<file path="src/rtl/mshr_hazard_wakeup_pkg.sv">
// Shared types and constants for the MSHR hazard wakeup tracker.
package mshr_hazard_wakeup_pkg;

    localparam int unsigned MSHR_ENTRY_NUM         = 8;
    localparam int unsigned MSHR_ENTRY_INDEX_WIDTH = 3;

    typedef enum logic [1:0] {
        IDLE   = 2'd0,
        WAIT   = 2'd1,
        READY  = 2'd2,
        ISSUED = 2'd3
    } wakeup_state_e;

    function automatic logic [MSHR_ENTRY_INDEX_WIDTH-1:0] onehot_to_index(
        input logic [MSHR_ENTRY_NUM-1:0] oh
    );
        logic [MSHR_ENTRY_INDEX_WIDTH-1:0] idx;
        idx = '0;
        for (int unsigned i = 0; i < MSHR_ENTRY_NUM; i++) begin
            if (oh[i]) idx = idx | MSHR_ENTRY_INDEX_WIDTH'(i);
        end
        return idx;
    endfunction

endpackage

</file>
<file path="src/rtl/mshr_hazard_wakeup_if.sv">
// Allocation, release and issue signals between MSHR control and the wakeup tracker.
interface mshr_hazard_wakeup_if;
    import mshr_hazard_wakeup_pkg::*;

    logic                                        alloc_vld;
    logic [MSHR_ENTRY_INDEX_WIDTH-1:0]           alloc_index;
    logic [MSHR_ENTRY_NUM-1:0]                   alloc_dep_bitmap;
    logic [MSHR_ENTRY_NUM-1:0]                   v_release;
    logic                                        issue_rdy;
    logic                                        issue_vld;
    logic [MSHR_ENTRY_INDEX_WIDTH-1:0]           issue_index;
    logic [MSHR_ENTRY_NUM-1:0]                   v_entry_blocked;
    logic [MSHR_ENTRY_NUM-1:0][MSHR_ENTRY_NUM-1:0] v_dep_bitmap;
    logic                                        alloc_err;

    modport master (
        output alloc_vld, alloc_index, alloc_dep_bitmap, v_release, issue_rdy,
        input  issue_vld, issue_index, v_entry_blocked, v_dep_bitmap, alloc_err
    );

    modport slave (
        input  alloc_vld, alloc_index, alloc_dep_bitmap, v_release, issue_rdy,
        output issue_vld, issue_index, v_entry_blocked, v_dep_bitmap, alloc_err
    );

endinterface

</file>
<file path="src/rtl/mshr_hazard_wakeup_rr_arb.sv">
// Round-robin arbiter with registered pointer; a stalled grant is held until accepted or withdrawn.
module mshr_hazard_wakeup_rr_arb #(
    parameter int unsigned N  = 8,
    parameter int unsigned IW = (N > 1) ? $clog2(N) : 1
) (
    input  logic         clk,
    input  logic         rst,
    input  logic [N-1:0] req,
    input  logic         gnt_rdy,
    output logic         gnt_vld_c,
    output logic [N-1:0] gnt_oh_c
);

    logic [IW-1:0] ptr_q, ptr_d;
    logic [IW-1:0] hold_idx_q, hold_idx_d;
    logic          hold_q, hold_d;
    logic [IW-1:0] gnt_idx;
    logic          found;
    int unsigned   cand;

    always_comb begin
        gnt_vld_c  = |req;
        gnt_idx    = '0;
        found      = 1'b0;
        cand       = 0;
        // Keep presenting a stalled grant so the downstream sees a stable index
        if (hold_q && req[hold_idx_q]) begin
            gnt_idx = hold_idx_q;
            found   = 1'b1;
        end
        for (int unsigned k = 0; k < N; k++) begin
            cand = (32'(ptr_q) + k) % N;
            if (!found && req[cand]) begin
                gnt_idx = IW'(cand);
                found   = 1'b1;
            end
        end
        gnt_oh_c   = gnt_vld_c ? (N'(1) << gnt_idx) : '0;
        hold_d     = gnt_vld_c && !gnt_rdy;
        hold_idx_d = gnt_idx;
        ptr_d      = ptr_q;
        if (gnt_vld_c && gnt_rdy) begin
            ptr_d = (32'(gnt_idx) == N - 1) ? '0 : gnt_idx + IW'(1);
        end
    end

    always_ff @(posedge clk) begin
        if (rst) begin
            ptr_q      <= '0;
            hold_q     <= 1'b0;
            hold_idx_q <= '0;
        end else begin
            ptr_q      <= ptr_d;
            hold_q     <= hold_d;
            hold_idx_q <= hold_idx_d;
        end
    end

endmodule

</file>
<file path="src/rtl/mshr_hazard_wakeup.sv">
// Per-entry blocker tracking: entries wait for older MSHRs to release, then issue one per cycle.
module mshr_hazard_wakeup
    import mshr_hazard_wakeup_pkg::*;
(
    input  logic                 clk,
    input  logic                 rst,
    mshr_hazard_wakeup_if.slave  bus
);

    localparam int unsigned N  = MSHR_ENTRY_NUM;
    localparam int unsigned IW = MSHR_ENTRY_INDEX_WIDTH;

    wakeup_state_e       state_q [N];
    wakeup_state_e       state_d [N];
    logic [N-1:0][N-1:0] row_q, row_d;
    logic                err_q, err_d;

    logic [N-1:0] v_live, v_ready, v_wait;
    logic [N-1:0] alloc_oh, dep_eff, gnt_oh_c;
    logic         gnt_vld_c, handshake, alloc_ok;

    always_comb begin
        v_live  = '0;
        v_ready = '0;
        v_wait  = '0;
        for (int unsigned i = 0; i < N; i++) begin
            v_live[i]  = state_q[i] != IDLE;
            v_ready[i] = state_q[i] == READY;
            v_wait[i]  = state_q[i] == WAIT;
        end
    end

    mshr_hazard_wakeup_rr_arb #(.N(N), .IW(IW)) u_arb (
        .clk       (clk),
        .rst       (rst),
        .req       (v_ready),
        .gnt_rdy   (bus.issue_rdy),
        .gnt_vld_c (gnt_vld_c),
        .gnt_oh_c  (gnt_oh_c)
    );

    // Next state for every entry plus the dependency matrix
    always_comb begin
        alloc_oh  = N'(1) << bus.alloc_index;
        alloc_ok  = bus.alloc_vld && !v_live[bus.alloc_index] && !bus.v_release[bus.alloc_index];
        dep_eff   = bus.alloc_dep_bitmap & ~bus.v_release & ~alloc_oh & v_live;
        err_d     = err_q | (bus.alloc_vld & ~alloc_ok);
        handshake = gnt_vld_c & bus.issue_rdy;
        for (int unsigned i = 0; i < N; i++) begin
            state_d[i] = state_q[i];
            row_d[i]   = row_q[i] & ~bus.v_release;
            unique case (state_q[i])
                IDLE: begin
                    if (alloc_ok && alloc_oh[i]) begin
                        row_d[i]   = dep_eff;
                        state_d[i] = (|dep_eff) ? WAIT : READY;
                    end
                end
                WAIT: begin
                    if (bus.v_release[i]) begin
                        state_d[i] = IDLE;
                        row_d[i]   = '0;
                    end else if (row_d[i] == '0) begin
                        state_d[i] = READY;
                    end
                end
                READY: begin
                    if (bus.v_release[i]) begin
                        state_d[i] = IDLE;
                        row_d[i]   = '0;
                    end else if (handshake && gnt_oh_c[i]) begin
                        state_d[i] = ISSUED;
                    end
                end
                ISSUED: begin
                    if (bus.v_release[i]) begin
                        state_d[i] = IDLE;
                        row_d[i]   = '0;
                    end
                end
                default: state_d[i] = IDLE;
            endcase
        end
    end

    always_ff @(posedge clk) begin
        if (rst) begin
            for (int unsigned i = 0; i < N; i++) state_q[i] <= IDLE;
            row_q <= '0;
            err_q <= 1'b0;
        end else begin
            for (int unsigned i = 0; i < N; i++) state_q[i] <= state_d[i];
            row_q <= row_d;
            err_q <= err_d;
        end
    end

    assign bus.issue_vld       = gnt_vld_c;
    assign bus.issue_index     = onehot_to_index(gnt_oh_c);
    assign bus.v_entry_blocked = v_wait;
    assign bus.v_dep_bitmap    = row_q;
    assign bus.alloc_err       = err_q;

endmodule
</file>
<file path="src/flat_wrapper.sv">
// flat-port wrapper written by rule: the top's interface ports become plain ports
module mshr_hazard_wakeup_flat import mshr_hazard_wakeup_pkg::*;
  (clk, rst, bus_alloc_vld, bus_alloc_index, bus_alloc_dep_bitmap, bus_v_release, bus_issue_rdy, bus_issue_vld, bus_issue_index, bus_v_entry_blocked, bus_v_dep_bitmap, bus_alloc_err);
  mshr_hazard_wakeup_if bus_i ();
  input  logic clk;
  input  logic rst;
  input wire logic [$bits(bus_i.alloc_vld)-1:0] bus_alloc_vld;
  input wire logic [$bits(bus_i.alloc_index)-1:0] bus_alloc_index;
  input wire logic [$bits(bus_i.alloc_dep_bitmap)-1:0] bus_alloc_dep_bitmap;
  input wire logic [$bits(bus_i.v_release)-1:0] bus_v_release;
  input wire logic [$bits(bus_i.issue_rdy)-1:0] bus_issue_rdy;
  output wire logic [$bits(bus_i.issue_vld)-1:0] bus_issue_vld;
  output wire logic [$bits(bus_i.issue_index)-1:0] bus_issue_index;
  output wire logic [$bits(bus_i.v_entry_blocked)-1:0] bus_v_entry_blocked;
  output wire logic [$bits(bus_i.v_dep_bitmap)-1:0] bus_v_dep_bitmap;
  output wire logic [$bits(bus_i.alloc_err)-1:0] bus_alloc_err;
  assign bus_i.alloc_vld = bus_alloc_vld;
  assign bus_i.alloc_index = bus_alloc_index;
  assign bus_i.alloc_dep_bitmap = bus_alloc_dep_bitmap;
  assign bus_i.v_release = bus_v_release;
  assign bus_i.issue_rdy = bus_issue_rdy;
  assign bus_issue_vld = bus_i.issue_vld;
  assign bus_issue_index = bus_i.issue_index;
  assign bus_v_entry_blocked = bus_i.v_entry_blocked;
  assign bus_v_dep_bitmap = bus_i.v_dep_bitmap;
  assign bus_alloc_err = bus_i.alloc_err;
  mshr_hazard_wakeup u_core (.clk(clk), .rst(rst), .bus(bus_i));
endmodule
</file>
<file path="config.mk">
export PLATFORM = sky130hd
export DESIGN_NAME = mshr_hazard_wakeup_flat
export DESIGN_NICKNAME = d
export VERILOG_FILES = /design/src/rtl/mshr_hazard_wakeup_pkg.sv /design/src/rtl/mshr_hazard_wakeup_if.sv /design/src/rtl/mshr_hazard_wakeup_rr_arb.sv /design/src/rtl/mshr_hazard_wakeup.sv /design/src/flat_wrapper.sv
export SDC_FILE = /design/constraint.sdc
export NUM_CORES = 1
export LEC_CHECK = 0
export ABC_AREA = 1
export CAP_MARGIN = 20
export CORE_ASPECT_RATIO = 0.8
export CORE_MARGIN = 4
export CORE_UTILIZATION = 35
export DETAILED_ROUTE_END_ITERATION = 6
export GPL_ROUTABILITY_DRIVEN = 0
export HOLD_SLACK_MARGIN = 0.15
export SLEW_MARGIN = 20
export SYNTH_ARGS = -nofsm -noshare
export SYNTH_HDL_FRONTEND = slang
export SYNTH_SLANG_ARGS = --single-unit
export TNS_END_PERCENT = 30
</file>
<file path="constraint.sdc">
create_clock -name clk -period 7.86 [get_ports clk]
set_input_delay 1.572 -clock clk [delete_from_list [all_inputs] [get_ports clk]]
set_output_delay 1.572 -clock clk [all_outputs]
set_load 0.005 [all_outputs]
</file>
==> results.sh, run 1 <==
export IMPL_internal_power_mw=1.19
export IMPL_cts_setup_buffers=0
export IMPL_status="finished, final reports clean"
export IMPL_clockPowerShare=0.179
export IMPL_die_y_um=124
export IMPL_ys_types=52
export IMPL_drive_gt1_frac=0.0622
export IMPL_drtIter0Drc=744
export IMPL_p_leak_nw=3.23
export IMPL_relSlewSlack=0.372
export IMPL_holdCritPathClass="register to register"
export IMPL_synth_commonest_cells="186 x nand2_1, 130 x inv_1, 107 x nor2_1"
export IMPL_synth_seq_cells=88
export IMPL_routed_wl_um=21500
export IMPL_finClkSkew_ns=0.0101
export IMPL_num_rows=42
export IMPL_max_stage_delay_ns=0.66
export IMPL_finalPower_mw=2.34
export IMPL_tightest_slew_ns=0.941
export IMPL_m1WireLength_um=10400
export IMPL_sw_frac_of_total=0.491
export IMPL_crit_buf_inv=5
export IMPL_top_layer_used="met4"
export IMPL_netlist_area_leader_share=0.297
export IMPL_ys_warn_count=0
export IMPL_synthCells=906
export IMPL_finalCritPeriodShare=0.787
export IMPL_grt_max_degree=64
export IMPL_insertion_delay_ns=0.35
export IMPL_final_hold_violation_count=0
export IMPL_yosysMostFrequentCell="nand2_1"
export IMPL_overflow=0
export IMPL_viasPerCell=5.30
export IMPL_r2r_slack_ns=3.40
export IMPL_period_minus_slack_ns=6.18
export IMPL_post_drt_wl_per_cell_um=17.7
export IMPL_pin_count=100
export IMPL_cts_tree="yes"
export IMPL_min_to="u_core.bus.alloc_err"
export IMPL_vdd_ir_drop_max_mv=0.129
export IMPL_wl_met3_um=2020
export IMPL_p_comb_frac=0.586
export IMPL_path_class="register to output pin"
export IMPL_dieArea_um2=19100
export IMPL_synth_top_area_cell="dfxtp_1"
export IMPL_p_switching_mw=1.15
export IMPL_maxSlewViolCount=0
export IMPL_cts_root_buffer="clkbuf_16"
export IMPL_setup_viol=0
export IMPL_area_delta_synth_final_pct=24.5
export IMPL_avgSynthCellArea_um2=6.55
export IMPL_synthFlopType="dfxtp_1"
export IMPL_synth_edf_count=0
export IMPL_worstPathMaxFanout=17
export IMPL_cts_resized=0
export IMPL_nets=1046
export IMPL_async_flop_share=0
export IMPL_r2r_end="u_core.state_q[7][0]"
export IMPL_start_util=0.357
export IMPL_die_w_um=154
export IMPL_hp_start="u_core.bus.alloc_err"
export IMPL_cellPowerDensity_nw_per_um2=317
export IMPL_wl_met2_um=8760
export IMPL_hpwl_um=15900
export IMPL_cts_path_max_buffers=2
export IMPL_grt_usage=0.219
export IMPL_path_clk_slew_ns=0.07
export IMPL_dr_pass1_iters=5
export IMPL_r2r_cells=24
export IMPL_port_buffers=99
export IMPL_tns_ns=0
export IMPL_antenna_found_initial=0
export IMPL_cts_buffers_inserted=9
export IMPL_worstPathCellList="inv_2 > ha_1 > inv_1 > nand3_2 > nand2_2 > nand2_2 > nand2_4 > nand3b_1 > nor2_1 > nor4_1 > o211ai_1 > nor3b_1 > inv_1 > ha_1 > ha_1 > inv_1 > nand2_1 > nand2_1 > nand2_1 > clkdlybuf4s50_1"
export IMPL_ys_seq_area_frac=0.297
export IMPL_htreeDepth=3
export IMPL_timing_rr_start="u_core.u_arb.ptr_q[0]"
export IMPL_ant_nets=0
export IMPL_p_seq_frac=0.235
export IMPL_crit_path_end_kind="output pin"
export IMPL_rsz0062_at_grt="no"
export IMPL_route_detailed_drc=0
export IMPL_grt_first_pass_wirelength_um=33600
export IMPL_required_ns=6.29
export IMPL_grt_pass1_vias=5975
export IMPL_crit_slowest_cell="dfxtp_1"
export IMPL_synth_area_um2=5930
export IMPL_cts_hold_buf=0
export IMPL_cts_sinks=88
export IMPL_n_antenna_cell=0
export IMPL_drv_cap=0
export IMPL_core_area_um2=16600
export IMPL_fmax_mhz=162
export IMPL_synth_area_top_cells="dfxtp_1 30%, nand2_1 12%, inv_1 8.2%"
export IMPL_crit_path_start_kind="register"
export IMPL_cp_top_family="simple AND/OR/NAND/NOR gates"
export IMPL_via_count=6452
export IMPL_arrival_ns=4.61
export IMPL_synth_fp_nets=960
export IMPL_hold_path_depth=2
## worst min-delay path: cells and delay by family (launching register included)
family | cells | cell delay (ns)
buffers and inverters | 1 | 0.04
AOI/OAI and AO/OA | 1 | 0.05
DFF | 1 | 0.31
## flip-flops by register name, summed over array words and instances (netlist names)
register	count
u_core.bus.alloc_err	1
u_core.bus.v_dep_bitmap	64
u_core.state_q	16
u_core.u_arb.hold_idx_q	3
u_core.u_arb.hold_q	1
u_core.u_arb.ptr_q	3
## worst max-delay path by stage
stage / startpoint / depth (start not counted) / to
6_report: u_core.u_arb.ptr_q[0] / 20 / bus_issue_index[1]
5_1_grt: u_core.u_arb.ptr_q[0] / 20 / bus_issue_index[1]
3_5_place_dp: u_core.u_arb.ptr_q[0] / 20 / bus_issue_index[0]
2_1_floorplan: u_core.u_arb.ptr_q[0] / 21 / bus_issue_index[0]
3_3_place_gp: u_core.u_arb.ptr_q[0] / 20 / bus_issue_index[1]
4_1_cts: u_core.u_arb.ptr_q[0] / 20 / bus_issue_index[1]
## power by group through the flow
stage,Combinational (mW),Sequential (mW),Clock (mW)
finish,1.37,0.550,0.419
global route,1.53,0.558,0.436
CTS,1.36,0.549,0.424
detailed placement,1.35,0.559,0
global placement,1.35,0.560,0
floorplan,0.957,0.535,0
## placed cells by master, fill, tap and decap left out, types with 2 or more instances in the layout
master and count:
nand2_1 186, inv_1 130, nor2_1 107, clkdlybuf4s50_1 98, dfxtp_1 88, nand3_1 77
o21ai_0 58, a21oi_1 52, ha_1 31, a221oi_1 22, nand4_1 15, nand2_2 10
nor3_1 10, o22ai_1 10, a22oi_1 10, nand3_2 9, clkbuf_16 9, nor4_1 7
o21ai_1 6, nor2_2 6, inv_2 5, buf_4 5, o211ai_1 3, clkinvlp_4 3
xor2_2 2, a31oi_1 2, o21a_1 2, o31ai_1 2, o21bai_1 2, o21bai_2 2
a2111oi_0 2, a211oi_1 2
## stage by stage
step	hold WS, ns	area, µm²	util	std cells	setup WS (ns)
2_1_floorplan	0.447	5930	-	906	3.20
3_3_place_gp	0.442	7100	0.428	1201	2.19
3_5_place_dp	0.444	7100	0.428	1201	2.09
4_1_cts	0.454	7380	0.445	1217	1.70
5_1_grt	0.478	7380	0.445	1217	1.24
6_report	0.451	7380	0.445	1217	1.68
## routing by layer
metal	GRT usage	up-vias
met3	0.0490	32
li1	-	3181
met4	0.0452	0
met2	0.311	317
met5	0	-
met1	0.336	2922
## cells by family after synthesis
| group | count (synthesis) | synth area share |
|---|---|---|
| xor gates and xnor gates | 3 | 0.00696 |
| AOI/OAI and AO/OA | 183 | 0.191 |
| DFF | 88 | 0.297 |
| muxes | 1 | 0.00169 |
| and+or+nand+nor | 435 | 0.330 |
| buffers and inverters | 165 | 0.108 |
| adders and majority gates | 31 | 0.0654 |
## layout make-up
class / count / area (µm²)
Clock buffer: 11 / 243
Clock inverter: 5 / 40.0
Fill cell: 1795 / 9220
Inverter: 136 / 510
Multi-Input combinational cell: 653 / 3530
Sequential cell: 88 / 1760
Tap cell: 220 / 275
Timing Repair Buffer: 104 / 1020
(Power assumes the default switching activity.)
==> run 2: changes to the inputs <==
clock period = 5.3 ns   (was 7.86 ns; I/O delays follow)
==> run 2 against run 1 <==
Compared with the run above:
- count of clock-buffer cells in the layout is the same
- routed wire length shrank 0.20%
- clock power grew 57%
- register-to-register slack lost 2.0 ns
- worst hold slack gained 0.0042 ns
- die area is the same
- sequential power grew 47%
- global-route usage is essentially flat
- critical path depth shrank 1
- total power grew 52%
- core utilization grew 0.59 points
==> results.sh, run 2 (synthesis results as in run 1) <==
export IMPL_overflow=0
export IMPL_p_comb_frac=0.591
export IMPL_tightest_slew_ns=1.07
export IMPL_tns_ns=0
export IMPL_n_antenna_cell=0
export IMPL_period_minus_slack_ns=4.89
export IMPL_finClkSkew_ns=0.00691
export IMPL_viasPerCell=5.28
export IMPL_fmax_mhz=204
export IMPL_final_hold_violation_count=0
export IMPL_grt_max_degree=63
export IMPL_crit_buf_inv=5
export IMPL_path_class="register to output pin"
export IMPL_cts_path_max_buffers=2
export IMPL_vdd_ir_drop_max_mv=0.202
export IMPL_p_switching_mw=1.71
export IMPL_required_ns=4.24
export IMPL_insertion_delay_ns=0.35
export IMPL_rsz0062_at_grt="no"
export IMPL_path_clk_slew_ns=0.07
export IMPL_drv_cap=0
export IMPL_grt_usage=0.219
export IMPL_placed_area_um2=7180
export IMPL_cts_root_buffer="clkbuf_16"
export IMPL_worstPathCellList="buf_4 > ha_1 > xor2_2 > inv_1 > nand3_2 > nand2_4 > nand4_2 > nor2_1 > nor4_1 > o211ai_1 > nor3b_1 > inv_1 > ha_1 > ha_1 > inv_1 > nand2_1 > nand2_1 > nand2_1 > clkdlybuf4s50_1"
export IMPL_dieArea_um2=19100
export IMPL_num_rows=42
export IMPL_p_seq_frac=0.226
export IMPL_post_drt_wl_per_cell_um=17.5
export IMPL_crit_slowest_cell="clkdlybuf4s50_1"
export IMPL_worstPathMaxFanout=16
export IMPL_cts_sinks=88
export IMPL_layout_commonest_cell="nand2_1"
export IMPL_hpwl_um=16000
export IMPL_max_stage_delay_ns=0.44
export IMPL_die_y_um=124
export IMPL_crit_path_end_kind="output pin"
export IMPL_antenna_found_initial=0
export IMPL_drive_gt1_frac=0.0725
export IMPL_finalCritPeriodShare=0.923
export IMPL_relSlewSlack=0.287
export IMPL_cts_tree="yes"
export IMPL_status="finished, final reports clean"
export IMPL_crit_path_start_kind="register"
export IMPL_dr_pass1_iters=5
export IMPL_maxSlewViolCount=0
export IMPL_sw_frac_of_total=0.480
export IMPL_ant_nets=0
export IMPL_cellPowerDensity_nw_per_um2=477
export IMPL_p_leak_nw=3.29
export IMPL_nets=1057
export IMPL_via_count=6478
export IMPL_cts_setup_buffers=0
export IMPL_die_w_um=154
export IMPL_port_buffers=99
export IMPL_start_util=0.357
export IMPL_core_area_um2=16600
export IMPL_pin_count=100
export IMPL_cts_buffers_inserted=9
export IMPL_final_cell_mix="186 x nand2_1, 129 x inv_1, 107 x nor2_1"
export IMPL_arrival_ns=3.83
export IMPL_clockPowerShare=0.184
export IMPL_htreeDepth=3
export IMPL_grt_pass1_vias=6008
export IMPL_cp_top_family="simple AND/OR/NAND/NOR gates"
export IMPL_area_delta_synth_final_pct=26.1
export IMPL_routed_wl_um=21500
export IMPL_route_detailed_drc=0
export IMPL_dp_cells=1212
export IMPL_drtIter0Drc=649
export IMPL_largest_register_ffs=64
export IMPL_final_cells=1227
export IMPL_internal_power_mw=1.86
export IMPL_final_area_um2=7480
export IMPL_holdCritPathClass="register to register"
export IMPL_grt_first_pass_wirelength_um=33400
export IMPL_setup_viol=0
-- run 2: cell types whose count changed in the layout (fill, tap and decap cells not counted) --
cell / before / now
bufinv_16: 0 / 1
clkinvlp_4: 3 / 1
inv_2: 5 / 6
inv_6: 1 / 0
inv_1: 130 / 129
buf_4: 5 / 16
clkinv_4: 1 / 2
-- run 2: power by group through the flow --
| stage | Combinational (mW) | Sequential, mW | Clock, mW |
|---|---|---|---|
| after floorplan | 1.42 | 0.793 | 0 |
| after global placement | 2.09 | 0.820 | 0 |
| after detailed placement | 2.07 | 0.818 | 0 |
| after CTS | 2.09 | 0.804 | 0.664 |
| after global routing | 2.36 | 0.816 | 0.691 |
| final | 2.11 | 0.806 | 0.656 |
-- run 2: path summary, 6_finish.rpt --
| path | from | endpoint | slack [ns] | cells after the start |
|---|---|---|---|---|
| setup / recovery | u_core.u_arb.ptr_q[0] | bus_issue_index[1] | 0.41 | 19 |
| hold / removal | u_core.bus.alloc_err | u_core.bus.alloc_err | 0.46 | 2 |
| setup reg to reg | u_core.state_q[0][0] | u_core.state_q[7][0] | 1.45 | 24 |
| hold reg to reg | u_core.bus.alloc_err | u_core.bus.alloc_err | 0.46 | 2 |
-- run 2: final cells by class --
type	instances	area [µm²]
Clock inverter	4	55.1
Timing Repair Buffer	115	1110
Multi-Input combinational cell	653	3530
Inverter	136	510
Sequential cell	88	1760
Tap cell	220	275
Clock buffer	11	243
Fill cell	1757	9130
-- run 2: repair_timing --
| item | 4_1_cts | 5_1_grt |
|---|---|---|
| hold buffers | 0 | 0 |
| gates resized for setup | 0 | 1 |
| endpoints found under the setup margin | 0 | 2 |
-- run 2: worst register-to-register path: stages (launching register included) --
cell       delay [ns]
dfxtp_1          0.37
inv_1            0.11
ha_1             0.28
nand2_1          0.12
nand3_1          0.15
nand2_1          0.12
nand2_1          0.08
nand2_2          0.12
nand4_4          0.14
nor2_4           0.16
nand3_2          0.11
nor2_2           0.15
nand2_1          0.08
o2111ai_1        0.10
o21ai_0          0.14
inv_1            0.10
ha_1             0.17
ha_1             0.20
inv_1            0.07
o21ai_0          0.32
nand2_1          0.09
nand2_1          0.07
nand2_1          0.11
a311oi_1         0.25
a211oi_1         0.09
-- run 2: layer usage --
layer / up-vias / GRT usage / share of wire
li1: 3212 / - / -
met4: 0 / 0.0462 / 0.015
met3: 28 / 0.0601 / 0.10
met5: - / 0 / 0
met1: 2931 / 0.319 / 0.47
met2: 307 / 0.323 / 0.41
-- run 2: stage by stage --
stage / setup slack (ns) / power, mW / hold WS [ns] / utilization
finish: 0.409 / 3.57 / 0.455 / 0.450
global route: 0.0522 / 3.87 / 0.465 / 0.450
CTS: 0.359 / 3.56 / 0.454 / 0.450
detailed placement: 0.742 / 2.89 / 0.445 / 0.433
global placement: 0.772 / 2.91 / 0.440 / 0.433
floorplan: 1.15 / 2.21 / 0.447 / -
